`src/rtl/pipeline_hazard_ctrl_pkg.sv`:
```
// Shared encodings for the pipeline hazard controller and its forwarding unit.
// Holds the result-select and forward-select codes, the FSM states and the forwarding priority rule.
package pipeline_ctrl_pkg;

  typedef enum logic [1:0] {
    RES_ALU = 2'b00,
    RES_MEM = 2'b01,
    RES_PC4 = 2'b10
  } result_src_e;

  typedef enum logic [1:0] {
    FWD_RF  = 2'b00,
    FWD_WB  = 2'b01,
    FWD_MEM = 2'b10
  } fwd_sel_e;

  typedef enum logic {
    RUN  = 1'b0,
    WAIT = 1'b1
  } ctrl_state_e;

  localparam logic [4:0] REG_ZERO = 5'd0;

  // The Memory stage holds the younger value, so it wins over Writeback.
  function automatic fwd_sel_e fwd_select(input logic [4:0] rs,
                                          input logic [4:0] rd_m,
                                          input logic       reg_write_m,
                                          input logic [4:0] rd_w,
                                          input logic       reg_write_w);
    if (reg_write_m && (rd_m != REG_ZERO) && (rd_m == rs)) return FWD_MEM;
    if (reg_write_w && (rd_w != REG_ZERO) && (rd_w == rs)) return FWD_WB;
    return FWD_RF;
  endfunction

endpackage

```
`src/rtl/pipeline_hazard_ctrl_fwd.sv`:
```
// Combinational operand forwarding and load-use detection for the Execute stage.
module hazard_forward_unit
  import pipeline_ctrl_pkg::*;
(
  input  logic [4:0] Rs1D,
  input  logic [4:0] Rs2D,
  input  logic [4:0] Rs1E,
  input  logic [4:0] Rs2E,
  input  logic [4:0] RdE,
  input  logic [1:0] ResultSrcE,
  input  logic [4:0] RdM,
  input  logic [4:0] RdW,
  input  logic       RegWriteM,
  input  logic       RegWriteW,
  output logic [1:0] ForwardAE,
  output logic [1:0] ForwardBE,
  output logic       lw_stall
);

  assign ForwardAE = fwd_select(Rs1E, RdM, RegWriteM, RdW, RegWriteW);
  assign ForwardBE = fwd_select(Rs2E, RdM, RegWriteM, RdW, RegWriteW);

  // A load in Execute cannot forward in time to an instruction in Decode that reads it.
  assign lw_stall = (ResultSrcE == RES_MEM) && (RdE != REG_ZERO) &&
                    ((RdE == Rs1D) || (RdE == Rs2D));

endmodule

```
`src/rtl/pipeline_hazard_ctrl.sv`:
```
// Stall/flush driver for the 5-stage core: forwarding, load-use stalls, branch flushes,
// data-memory wait freeze with a watchdog, and stall/flush performance counters.
module pipeline_hazard_ctrl
  import pipeline_ctrl_pkg::*;
#(
  parameter int unsigned MEM_TIMEOUT = 16
) (
  input  logic        clk,
  input  logic        rst,
  input  logic [4:0]  Rs1D,
  input  logic [4:0]  Rs2D,
  input  logic [4:0]  Rs1E,
  input  logic [4:0]  Rs2E,
  input  logic [4:0]  RdE,
  input  logic [1:0]  ResultSrcE,
  input  logic        PCSrcE,
  input  logic [4:0]  RdM,
  input  logic [4:0]  RdW,
  input  logic        RegWriteM,
  input  logic        RegWriteW,
  input  logic        MemAccessM,
  input  logic        DMemReadyM,
  output logic [1:0]  ForwardAE,
  output logic [1:0]  ForwardBE,
  output logic        StallF,
  output logic        StallD,
  output logic        StallE,
  output logic        StallM,
  output logic        FlushD,
  output logic        FlushE,
  output logic        FlushW,
  output logic        MemTimeoutM,
  output logic [31:0] StallCycles,
  output logic [31:0] FlushCount
);

  localparam logic [7:0] TIMEOUT_LAST = 8'(MEM_TIMEOUT - 1);

  logic [1:0]  fwd_a;
  logic [1:0]  fwd_b;
  logic        lw_stall;
  logic        mem_stall;
  logic        timeout_hit;
  ctrl_state_e state;
  logic [7:0]  wait_cnt;

  hazard_forward_unit u_fwd (
    .Rs1D       (Rs1D),
    .Rs2D       (Rs2D),
    .Rs1E       (Rs1E),
    .Rs2E       (Rs2E),
    .RdE        (RdE),
    .ResultSrcE (ResultSrcE),
    .RdM        (RdM),
    .RdW        (RdW),
    .RegWriteM  (RegWriteM),
    .RegWriteW  (RegWriteW),
    .ForwardAE  (fwd_a),
    .ForwardBE  (fwd_b),
    .lw_stall   (lw_stall)
  );

  assign timeout_hit = (state == WAIT) && (wait_cnt == TIMEOUT_LAST);
  assign mem_stall   = MemAccessM && !DMemReadyM && !timeout_hit;

  // A held Execute keeps PCSrcE asserted, so suppressing flushes here only defers them.
  always_comb begin
    ForwardAE = 2'b00;
    ForwardBE = 2'b00;
    StallF    = 1'b0;
    StallD    = 1'b0;
    StallE    = 1'b0;
    StallM    = 1'b0;
    FlushD    = 1'b0;
    FlushE    = 1'b0;
    FlushW    = 1'b0;
    if (!rst) begin
      ForwardAE = fwd_a;
      ForwardBE = fwd_b;
      StallF    = lw_stall || mem_stall;
      StallD    = lw_stall || mem_stall;
      StallE    = mem_stall;
      StallM    = mem_stall;
      FlushD    = PCSrcE && !mem_stall;
      FlushE    = (lw_stall || PCSrcE) && !mem_stall;
      FlushW    = mem_stall;
    end
  end

  // wait_cnt counts stalled cycles of the current access, including the one spent entering WAIT.
  always_ff @(posedge clk or posedge rst) begin
    if (rst) begin
      state       <= RUN;
      wait_cnt    <= 8'd0;
      MemTimeoutM <= 1'b0;
    end else begin
      MemTimeoutM <= timeout_hit && !DMemReadyM;
      case (state)
        RUN: begin
          if (mem_stall) begin
            state    <= WAIT;
            wait_cnt <= 8'd1;
          end else begin
            wait_cnt <= 8'd0;
          end
        end
        WAIT: begin
          if (DMemReadyM || timeout_hit) begin
            state    <= RUN;
            wait_cnt <= 8'd0;
          end else begin
            wait_cnt <= wait_cnt + 8'd1;
          end
        end
        default: begin
          state    <= RUN;
          wait_cnt <= 8'd0;
        end
      endcase
    end
  end

  always_ff @(posedge clk or posedge rst) begin
    if (rst) begin
      StallCycles <= 32'd0;
      FlushCount  <= 32'd0;
    end else begin
      if (StallF) StallCycles <= StallCycles + 32'd1;
      if (FlushD) FlushCount  <= FlushCount + 32'd1;
    end
  end

endmodule

```
`config.mk`:
```
export PLATFORM = sky130hd
export DESIGN_NAME = pipeline_hazard_ctrl
export DESIGN_NICKNAME = d
export VERILOG_FILES = /design/src/rtl/pipeline_hazard_ctrl_pkg.sv /design/src/rtl/pipeline_hazard_ctrl_fwd.sv /design/src/rtl/pipeline_hazard_ctrl.sv
export SDC_FILE = /design/constraint.sdc
export NUM_CORES = 1
export LEC_CHECK = 0
export BUFFER_PORTS_ARGS = -buffer_cell sky130_fd_sc_hd__buf_2
export CORE_AREA = 2 2 90 92
export DETAILED_ROUTE_END_ITERATION = 16
export DIE_AREA = 0 0 92 94
export GPL_TIMING_DRIVEN = 0
export PLACE_DENSITY_LB_ADDON = 0.3
export SETUP_SLACK_MARGIN = 0.1
export SLEW_MARGIN = 20
export SYNTH_ARGS = -nofsm -noshare
export SYNTH_HDL_FRONTEND = slang
export SYNTH_SLANG_ARGS = --single-unit
```
`constraint.sdc`:
```
create_clock -name clk -period 5.45 [get_ports clk]
set_input_delay 1.09 -clock clk [delete_from_list [all_inputs] [get_ports clk]]
set_output_delay 1.09 -clock clk [all_outputs]
set_load 0.05 [all_outputs]
```
* Yosys cells after proc, flatten, opt, wreduce, memory -nomap -nowiden
Index checks and enable logic that the tools add are counted.
** Operators by class
- Add/sub/neg operators :: 3
- Equality and inequality tests :: 8
- Mux-type cells :: 26
- Bitwise logic cells :: 1
- Reductions and logical operators :: 24
** Operator list (number)
- $add A32 B1 Y32 const B :: 2
- $eq A5 B5 Y1 :: 6
- $mux W2 :: 10
- $pmux W8 S2 :: 1
- $reduce_bool A5 Y1 :: 3
- $logic_and A1 B1 Y1 :: 14
- $mux W1 :: 13
- $add A8 B1 Y8 const B :: 1
- $eq A8 B4 Y1 const B :: 1
- $mux W8 :: 1
- $logic_or A1 B1 Y1 :: 4
- $logic_not A1 Y1 :: 3
- $eq A2 B1 Y1 const B :: 1
- $pmux W1 S2 :: 1
- $not A1 Y1 :: 1
** Storage, ports and cells
- Bits in registers :: 74
- Input port bits :: 44
- Output and inout bits :: 76
- Word-level logic and storage cells :: 67

* Logic depth before layout (Yosys ltp)
Gate-level depths: netlist of the first run.
- Depth in word-level cells :: 8
- Mapped depth :: 9

* Hierarchy
Synthesis of the first run repeated with hierarchy kept, for this count alone.
** Unflattened totals
- Cell total of the unflattened synthesis :: 382
- Area, all modules :: 3970.1 sq um
** By module, submodules not included
- pipeline_hazard_ctrl :: instances 1, cells each 332, area an instance 3572.2 sq um, sequential area each 1851.8 sq um
- hazard_forward_unit :: instances 1, cells each 50, area an instance 397.9 sq um, sequential area each 0.0 sq um

* Worst setup path after synthesis of the first run
No wires, ideal clock.
- Path kind :: input -> output
- From :: in rst
- To :: out ForwardAE[0]
- Arrival :: 5.142 ns
- Required time :: 4.360 ns
- Setup slack :: -0.782 ns
- Stages on the path :: 5
- Buffers on the path :: 1
- Path through :: clkbuf_1 inv_1 o211ai_1 or4_1 nor4_1
** Between the ends
- Word-level cells in the longest chain between the ends :: 1
** RTL lines
- from (decl) :: line pipeline_hazard_ctrl.sv:9 : input logic rst,
- $mux W2 :: line pipeline_hazard_ctrl.sv:77 : if (!rst) begin
- to (decl) :: line pipeline_hazard_ctrl.sv:23 : output logic [1:0] ForwardAE,
Every way passes these cells.

* Worst setup path in the final report of the first run
- From :: in rst
- To :: out ForwardBE[0]
** Between the ends
- Word-level cells in the longest chain between the ends :: 1
** RTL lines
- $mux W2 :: line pipeline_hazard_ctrl.sv:77
- to (decl) :: line pipeline_hazard_ctrl.sv:24 : output logic [1:0] ForwardBE,
Every way passes these cells.

==> out/qor.txt, run 1 <==
Min Clock Period, post-route: 4130 ps
Post-DRT Antenna Nets: 0
Cell Rows: 32
Final Hold Viols: 0
Tightest Hold Check Type: register to register
Largest net degree at the start of global routing: 37
Layout cells sized above 1: 0.315
WL/cell: 14.4 um
Worst-margin pin slew: 750 ps
Worst setup path end: ForwardBE[0]
Slowest stage delay, CP: 560 ps
Die W: 92 um
LEAKAGE: 2.56 nW
H-tree levels: 3
Core ar.: 0.00761 mm^2
Synthesized Nets: 415
Worst r2r dst: StallCycles[17]$_DFFE_PP0P_
Hpwl dp: 6500 um
DIE AREA: 0.00865 mm^2
Power Total: 1.44 mW
Setup CP Type: input port to output port
Post-synthesis sequential area ratio: 0.474
CTS Buffer Depth: 2
Relative slew slack: 0.498
Final nets: 546
Async SR Flop Fraction: 1.00
Clk_lat worst skew: 340 ps
Crit path cell chain: clkbuf_1 -> clkinvlp_4 -> buf_12 -> o211ai_1 -> or4_1 -> nor4_2 -> buf_2
Critical path endpoint category: output port
Crit path required time: 4360 ps
Initial antenna violation count: 0
First-pass GRT wire length: 14600 um
1st-pass router iterations: 4
Final setup fails: 0
Peak VDD IR: 0.000248 V
Most frequent cells in the layout: 120 x buf_2, 74 x dfrtp_1, 62 x xor2_1, 35 x xnor2_1, 26 x nor2_1
Initial Utilization: 0.514
Root buf cell: clkbuf_8
Status: completed
FF-to-FF path depth: 7
Mapped Avg Cell Area: 10.6 um^2
Clock slew at reported path FFs: 80 ps
Reg2reg setup slack: 3000 ps
CP Launch Point: rst
RSZ-0062 raised after global routing: false
Fin Setup TNS: 0 ps
Crit-path max FO: 31
YS warnings: 0
CTS tree: built
Data arrival, critical path: 3040 ps
Post-CTS setup buffers: 0
Hold buffers post-CTS: 0
Worst Skew: 10.4 ps
Die Y: 94 um
RePlAce Congestion: 0.826
DRC viols: 0
Number of global-route vias before repair: 3052
Starting DRT DRC Count: 134
Clock sinks: 74
Synth cell types: 40
Fmax: 242 MHz
P&R area growth vs syn: 25.4%
Post-Synthesis Cells: 368
Slowest CP cell: or4_1
Final Cycle Share: 0.757
Seq cells post-synth: 74
All-Layer GR Usage: 0.211
Max-cap violations: 0
N_diodes: 0
Gr ovfl total: 0
Kind of start point of the critical path: input port
Io pins: 120
Number of CTS-inserted buffers: 9
Power density cells: 294 mW/mm^2
Synth Cell Area: 0.00391 mm^2
Number of flops mapped to enable cells by yosys: 0
DRT Wirelength: 8750 um
Reg-to-reg startpoint: wait_cnt[0]$_DFF_PP0_
Predominant post-synthesis flop cell: dfrtp_1
Post-CTS sizing: 0
Port buffer count: 118
Commonest non-fill, non-tap cell in the layout: buf_2
Slew Limit Fails: 0
Total number of vias: 3232
Vias per std cell: 5.33
==> worst min path at each step <==
stage / from / endpoint / slack (ps) / cells past startpoint
global route: FlushCount[31]$_DFFE_PP0P_ / FlushCount[31]$_DFFE_PP0P_ / 500 / 1
detailed placement: FlushCount[31]$_DFFE_PP0P_ / FlushCount[31]$_DFFE_PP0P_ / 470 / 1
global placement: FlushCount[31]$_DFFE_PP0P_ / FlushCount[31]$_DFFE_PP0P_ / 450 / 1
CTS: FlushCount[31]$_DFFE_PP0P_ / FlushCount[31]$_DFFE_PP0P_ / 480 / 1
floorplan: state$_DFF_PP0_ / wait_cnt[0]$_DFF_PP0_ / 470 / 1
finish: FlushCount[31]$_DFFE_PP0P_ / FlushCount[31]$_DFFE_PP0P_ / 470 / 1
==> synthesized netlist by cell type (2+ instances only) <==
cell type / n / area, um^2
dfrtp_1: 74 / 1850
xor2_1: 62 / 543
xnor2_1: 35 / 307
nor2_1: 26 / 97.6
nand2_1: 24 / 90.1
nand3_1: 22 / 110
nor3_1: 20 / 100
nand4_1: 11 / 68.8
nor4_1: 10 / 62.6
and3_1: 9 / 56.3
nand4b_1: 8 / 70.1
and4_1: 7 / 61.3
inv_1: 7 / 26.3
or4_1: 6 / 45.0
clkbuf_1: 5 / 18.8
buf_4: 4 / 30.0
ha_1: 3 / 37.5
nor3_2: 3 / 30.0
a22oi_1: 2 / 15.0
and2_1: 2 / 12.5
buf_2: 2 / 10.0
mux2_2: 2 / 22.5
nand2b_1: 2 / 12.5
nor3b_1: 2 / 15.0
nor4_2: 2 / 25.0
nor4b_1: 2 / 17.5
o211ai_1: 2 / 15.0
o21ai_0: 2 / 10.0
==> power breakdown <==
part	internal [mW]	switching (mW)	total [mW]
sequential	0.588	0.0555	0.644
combinational	0.0963	0.238	0.334
clock	0.260	0.203	0.463
==> routing by layer <==
| layer | GRT usage | wire (um) | share of wire |
|---|---|---|---|
| met3 | 0.0562 | 513 | 0.059 |
| met5 | 0 | 0 | 0 |
| met2 | 0.343 | 4320 | 0.49 |
| met4 | 0.0572 | 61 | 0.0070 |
| met1 | 0.280 | 3860 | 0.44 |
==> metrics by stage <==
stage | cell area (um^2) | setup slack (ps) | instances | hold slack [ps] | utilization
after floorplan | 3930 | 585 | 368 | 468 | -
after global placement | 4640 | 425 | 588 | 452 | 0.610
after detailed placement | 4680 | 1300 | 590 | 471 | 0.616
after CTS | 4900 | 1300 | 606 | 483 | 0.644
after global routing | 4900 | 1110 | 606 | 501 | 0.644
final | 4900 | 1320 | 606 | 471 | 0.644
==> registers in the layout, indices dropped and copies added, names as in the netlist <==
signal	cells
FlushCount	32
MemTimeoutM	1
StallCycles	32
state	1
wait_cnt	8
==> layout make-up <==
| type | instances | area (um^2) |
|---|---|---|
| Buffer | 12 | 70.1 |
| Clock buffer | 10 | 128 |
| Clock inverter | 6 | 90.1 |
| Fill cell | 658 | 2710 |
| Inverter | 7 | 30.0 |
| Multi-Input combinational cell | 275 | 1970 |
| Sequential cell | 74 | 1850 |
| Tap cell | 102 | 128 |
| Timing Repair Buffer | 120 | 631 |
==> critical path: cells and delay by family <==
kind | cells | cell delay (ps)
buf+inv | 4 | 1100
simple gates | 2 | 710
compound gates | 1 | 120
==> cell families (layout without fill, tap and decap cells) <==
| logic type | after synthesis | in the layout | synth area share |
|---|---|---|---|
| and+or+nand+nor | 163 | 163 | 0.243 |
| muxes | 2 | 2 | 0.00576 |
| adders and majority gates | 3 | 3 | 0.00960 |
| xor gates and xnor gates | 98 | 98 | 0.222 |
| AOI/OAI and AO/OA | 9 | 9 | 0.0214 |
| buffers and inverters | 19 | 155 | 0.0246 |
| DFF | 74 | 74 | 0.474 |
No activity file was read; power rests on OpenSTA's default activity.
==> run 2: changes to the inputs <==
==> constraint.sdc (replaced) <==
create_clock -name clk -period 3.85 [get_ports clk]
set_input_delay 0.77 -clock clk [delete_from_list [all_inputs] [get_ports clk]]
set_output_delay 0.77 -clock clk [all_outputs]
set_load 0.05 [all_outputs]
==> run 2 against run 1 <==
Wire length is 3.1% lower; count of clock-buffer cells in the layout shrank 1; clock power up 61%.
==> out/qor.txt, run 2 (synthesized netlist as in run 1, its figures left out) <==
FF-to-FF path depth: 7 (unchanged)
Die Y: 94 um (unchanged)
Most frequent cells in the layout: 120 x buf_2, 74 x dfrtp_1, 62 x xor2_1, 35 x xnor2_1, 26 x nor2_1 (unchanged)
Psw: 0.726 mW (was 0.496 mW)
Relative slew slack: 0.526 (was 0.498)
Cell Rows: 32 (unchanged)
Setup CP Type: input port to output port (unchanged)
Final nets: 546 (unchanged)
CTS Buffer Depth: 2 (unchanged)
Largest net degree at the start of global routing: 33 (was 37)
DIE AREA: 0.00865 mm^2 (unchanged)
Largest registers: FlushCount (32), StallCycles (32), wait_cnt (8) (unchanged)
H-tree levels: 3 (unchanged)
Tightest Hold Check Type: register to register (unchanged)
Register Area: 0.00185 mm^2 (unchanged)
1st-pass router iterations: 4 (unchanged)
Worst Skew: 9.09 ps (was 10.4 ps)
Post-place setup slack: 539 ps (was 1300 ps)
RSZ-0062 raised after global routing: false (unchanged)
Die W: 92 um (unchanged)
LEAKAGE: 2.59 nW (was 2.56 nW)
Gate power share: 0.222 (was 0.232)
Clock share of power: 0.349 (was 0.321)
Post-placement cell area: 0.00473 mm^2 (was 0.00468 mm^2)
Max-cap violations: 0 (unchanged)
CTS tree: built (unchanged)
Critical path endpoint category: output port (unchanged)
Min Clock Period, post-route: 3350 ps
Clk_lat worst skew: 350 ps (was 340 ps)
Status: completed (unchanged)
Number of CTS-inserted buffers: 9 (unchanged)
Flop pwr share: 0.429 (was 0.447)
Core ar.: 0.00761 mm^2 (unchanged)
Number of global-route vias before repair: 3027 (was 3052)
DRT Wirelength: 8480 um (was 8750 um)
Total number of vias: 3154 (was 3232)
Layout cells sized above 1: 0.323 (was 0.315)
Setup ws final: 503 ps (was 1320 ps)
Power density cells: 429 mW/mm^2 (was 294 mW/mm^2)
Vias per std cell: 5.20 (was 5.33)
Final Cycle Share: 0.869
Post-CTS setup buffers: 0 (unchanged)
DRC viols: 0 (unchanged)
Hpwl dp: 6360 um (was 6500 um)
Gr ovfl total: 0 (unchanged)
Final setup fails: 0 (unchanged)
Fillers: 627 (was 658)
P&R area growth vs syn: 27.3% (was 25.4%)
Post-CTS sizing: 0 (unchanged)
Port buffer count: 118 (unchanged)
Clock slew at reported path FFs: 90 ps (was 80 ps)
Post-DRT Antenna Nets: 0 (unchanged)
Final Hold Viols: 0 (unchanged)
RePlAce Congestion: 0.871 (was 0.826)
Design Area, Final: 0.00498 mm^2 (was 0.00490 mm^2)
Starting DRT DRC Count: 137 (was 134)
Crit path required time: 3080 ps (was 4360 ps)
Hold path depth: 1 (unchanged)
Io pins: 120 (unchanged)
N_diodes: 0 (unchanged)
First-pass GRT wire length: 14400 um (was 14600 um)
Data arrival, critical path: 2580 ps (was 3040 ps)
Internal: 1.41 mW (was 0.944 mW)
Slew Limit Fails: 0 (unchanged)
WHS: 473 ps (was 471 ps)
Fmax: 299 MHz
Footprint of the multi-input gates: 0.00200 mm^2 (was 0.00197 mm^2)
Commonest non-fill, non-tap cell in the layout: buf_2 (unchanged)
WL/cell: 14.0 um (was 14.4 um)
Crit-path max FO: 4 (was 31)
Initial antenna violation count: 0 (unchanged)
Hold buffers post-CTS: 0 (unchanged)
All-Layer GR Usage: 0.208 (was 0.211)
Peak VDD IR: 0.000442 V (was 0.000248 V)
Worst-margin pin slew: 708 ps (was 750 ps)
Kind of start point of the critical path: input port (unchanged)
Root buf cell: clkbuf_8 (unchanged)
Switch share: 0.340 (was 0.345)
Clock sinks: 74 (unchanged)
Initial Utilization: 0.514 (unchanged)
## run 2: cell types whose count changed in the layout (fill, tap and decap cells not counted), sizes merged
cell	previous run	this run
clkbuf	15	14
inv	7	8
bufinv	2	3
clkinv	2	1
## run 2: routing by layer
| metal | up-vias | global-route usage | wire length [um] |
|---|---|---|---|
| met3 | 8 | 0.0546 | 381 |
| met5 | - | 0 | 0 |
| met1 | 1517 | 0.281 | 3940 |
| met2 | 82 | 0.332 | 4090 |
| met4 | 0 | 0.0597 | 66 |
| li1 | 1547 | - | - |
## run 2: area by class of cell
cell class,instances,share of cell area
Clock inverter,7,0.0249
Clock buffer,9,0.0249
Multi-Input combinational cell,275,0.401
Tap cell,102,0.0256
Inverter,7,0.00603
Buffer,12,0.0184
Timing Repair Buffer,120,0.127
Sequential cell,74,0.372
## run 2: per-stage QoR
step / util / setup TNS [ps] / power [mW] / instances
floorplan: - / 0 / 1.26 / 368
finish: 0.654 / 0 / 2.13 / 606
global placement: 0.616 / -730 / 1.39 / 588
CTS: 0.654 / 0 / 2.16 / 606
global route: 0.654 / 0 / 2.22 / 606
detailed placement: 0.622 / 0 / 1.40 / 590
## run 2: path summary, 6_finish.rpt
| kind | slack [ps] | startpoint | to |
|---|---|---|---|
| worst min register to register | 470 | FlushCount[31]$_DFFE_PP0P_ | FlushCount[31]$_DFFE_PP0P_ |
| worst max register to register | 1410 | wait_cnt[0]$_DFF_PP0_ | StallCycles[20]$_DFFE_PP0P_ |
| worst max-delay path | 500 | RdM[1] | ForwardAE[0] |
| worst min-delay path | 470 | FlushCount[31]$_DFFE_PP0P_ | FlushCount[31]$_DFFE_PP0P_ |
| max in group asynchronous | 2660 | rst | FlushCount[6]$_DFFE_PP0P_ |
| min in group asynchronous | 480 | rst | StallCycles[14]$_DFFE_PP0P_ |
## run 2: power by group through the flow
stage | registers (mW) | logic [mW] | clock network [mW]
after floorplan | 1.10 | 0.161 | 0
after global placement | 0.925 | 0.462 | 0
after detailed placement | 0.928 | 0.477 | 0
after CTS | 0.915 | 0.477 | 0.764
after global routing | 0.925 | 0.498 | 0.796
final | 0.916 | 0.473 | 0.744
## run 2: worst max-delay path, cell delays in order
cell and delay [ps]:
buf_2 120, or4_1 540, o21ai_0 390, nor3_1 160, nor4_4 300, buf_2 300
==> run 3: changes to the inputs <==
--- a/config.mk
+++ b/config.mk
@@ -6,9 +6,11 @@
 export NUM_CORES = 1
 export LEC_CHECK = 0
 export BUFFER_PORTS_ARGS = -buffer_cell sky130_fd_sc_hd__buf_2
-export CORE_AREA = 2 2 90 92
+export CELL_PAD_IN_SITES_DETAIL_PLACEMENT = 2
+export CELL_PAD_IN_SITES_GLOBAL_PLACEMENT = 2
+export CORE_AREA = 2 2 114 116
 export DETAILED_ROUTE_END_ITERATION = 16
-export DIE_AREA = 0 0 92 94
+export DIE_AREA = 0 0 116 118
 export GPL_TIMING_DRIVEN = 0
 export PLACE_DENSITY_LB_ADDON = 0.3
 export SETUP_SLACK_MARGIN = 0.1
==> run 3 against run 2 <==
Combinational power is 1% higher; first-iteration DRC count is 4.4% lower; register-to-register slack worse by 30 ps; critical path depth stayed put; largest cell class unchanged; clock skew hardly changed; highest routed layer unchanged; final cell count is 12% higher; clock power is 11% higher; global-route usage is 2.5 points lower; non-clock buffer count stayed put; final area is 2.6% higher; largest power group unchanged.
==> out/qor.txt, run 3 (synthesized netlist as in run 1, its figures left out) <==
Final Hold Viols: 0 (unchanged)
Data arrival, critical path: 2560 ps (was 2580 ps)
1st-pass router iterations: 4 (unchanged)
FF-to-FF path depth: 6 (was 7)
Hpwl dp: 8740 um (was 6360 um)
Final std cells w/o fill: 676 (was 606)
Peak VDD IR: 0.000207 V (was 0.000442 V)
CTS tree: built (unchanged)
Setup CP Type: input port to output port (unchanged)
Hold path depth: 1 (unchanged)
Final setup fails: 0 (unchanged)
Dpl cells: 660 (was 590)
Min Clock Period, post-route: 3330 ps (was 3350 ps)
Hold endpoint: FlushCount[31]$_DFFE_PP0P_ (unchanged)
Initial Utilization: 0.315 (was 0.514)
Die W: 116 um (was 92 um)
N_diodes: 0 (unchanged)
Vias per std cell: 4.91 (was 5.20)
CTS Buffer Depth: 2 (unchanged)
P&R area growth vs syn: 30.7% (was 27.3%)
Power density cells: 435 mW/mm^2 (was 429 mW/mm^2)
Core ar.: 0.0124 mm^2 (was 0.00761 mm^2)
LEAKAGE: 2.61 nW (was 2.59 nW)
Reg2reg setup slack: 1380 ps (was 1410 ps)
Initial antenna violation count: 0 (unchanged)
Layout cells sized above 1: 0.323 (unchanged)
Root buf cell: clkbuf_16 (was clkbuf_8)
Largest registers: FlushCount (32), StallCycles (32), wait_cnt (8) (unchanged)
RSZ-0062 raised after global routing: false (unchanged)
Total number of vias: 3321 (was 3154)
Most frequent cells in the layout: 120 x buf_2, 74 x dfrtp_1, 62 x xor2_1, 35 x xnor2_1, 26 x nor2_1 (unchanged)
Clock slew at reported path FFs: 60 ps (was 90 ps)
WL/cell: 17.2 um (was 14.0 um)
Post-CTS sizing: 0 (unchanged)
Final nets: 546 (unchanged)
Max-cap violations: 0 (unchanged)
Tightest Hold Check Type: register to register (unchanged)
Kind of start point of the critical path: input port (unchanged)
Port buffer count: 118 (unchanged)
Status: completed (unchanged)
First-pass GRT wire length: 19500 um (was 14400 um)
DRC viols: 0 (unchanged)
Cell Rows: 41 (was 32)
Fin Setup TNS: 0 ps (unchanged)
Critical path endpoint category: output port (unchanged)
Clk_lat worst skew: 340 ps (was 350 ps)
Commonest non-fill, non-tap cell in the layout: buf_2 (unchanged)
Worst r2r dst: FlushCount[25]$_DFFE_PP0P_ (was StallCycles[20]$_DFFE_PP0P_)
Crit path required time: 3080 ps (about the same)
H-tree levels: 3 (unchanged)
Worst-margin pin slew: 699 ps (was 708 ps)
Hold buffers post-CTS: 0 (unchanged)
DIE AREA: 0.0137 mm^2 (was 0.00865 mm^2)
Reg-to-reg startpoint: FlushCount[2]$_DFFE_PP0P_ (was wait_cnt[0]$_DFF_PP0_)
Io pins: 120 (unchanged)
Crit-path max FO: 4 (unchanged)
Starting DRT DRC Count: 131 (was 137)
Hold_sp: FlushCount[31]$_DFFE_PP0P_ (unchanged)
Die Y: 118 um (was 94 um)
RePlAce Congestion: 0.776 (was 0.871)
Clock sinks: 74 (unchanged)
Post-DRT Antenna Nets: 0 (unchanged)
Gr ovfl total: 0 (unchanged)
Number of CTS-inserted buffers: 9 (unchanged)
Final Cycle Share: 0.866 (was 0.869)
Largest net degree at the start of global routing: 31 (was 33)
Slew Limit Fails: 0 (unchanged)
All-Layer GR Usage: 0.183 (was 0.208)
Worst Skew: 9.43 ps (was 9.09 ps)
Fmax: 300 MHz (was 299 MHz)
Relative slew slack: 0.529 (was 0.526)
DRT Wirelength: 11600 um (was 8480 um)
Number of global-route vias before repair: 3727 (was 3027)
Post-CTS setup buffers: 0 (unchanged)
run 3: changes by cell type in the layout (fill, tap and decap cells not counted):
cell,delta
clkbuf_16,+9
clkinvlp_4,+1
inv_6,-2
clkinv_4,-1
clkinv_2,+2
bufinv_16,-3
clkbuf_8,-6
run 3: final cells by class:
class,instances,area (um^2)
plain buffers,12,91.3
clock buffers,12,267
clock inverters,4,25.0
fillers,1368,7310
inverters,7,30.0
multi-input cells,275,2000
flip-flops and latches,74,1850
well taps,172,215
repair buffers,120,631
run 3: worst max-delay path by stage:
stage / from / endpoint / slack, ps / cells past startpoint
global route: wait_cnt[0]$_DFF_PP0_ / StallF / 450 / 7
floorplan: rst / ForwardAE[0] / 30 / 5
finish: RdM[1] / ForwardBE[0] / 520 / 6
CTS: RdM[1] / ForwardBE[0] / 500 / 6
global placement: rst / ForwardAE[0] / -410 / 6
detailed placement: RdM[1] / ForwardBE[0] / 500 / 6
run 3: routing by layer:
layer  up-vias  track usage  routed length [um]
met4         0       0.0588                 159
li1       1544            -                   -
met3        11       0.0396                 409
met2        73        0.319                6210
met5         -            0                   0
met1      1693        0.221                4870
run 3: where the power goes:
group	switching, mW	internal, mW
sequential	0.0861	0.834
clock	0.338	0.487
combinational	0.340	0.139
total	0.764	1.46
run 3: critical path, cell delays in order:
cell	delay, ps
buf_2	130
or4_1	540
o21ai_0	370
nor3_1	170
nor4_4	300
buf_2	300
run 3: metrics by stage:
stage	total power [mW]	hold WS, ps	cell area [um^2]	worst slack [ps]	util
after floorplan	1.26	468	3970	29.8	-
after global placement	1.40	455	4780	-408	0.385
after detailed placement	1.42	452	4820	497	0.388
after CTS	2.26	465	5110	500	0.412
after global routing	2.33	483	5110	453	0.412
final	2.22	459	5110	516	0.412
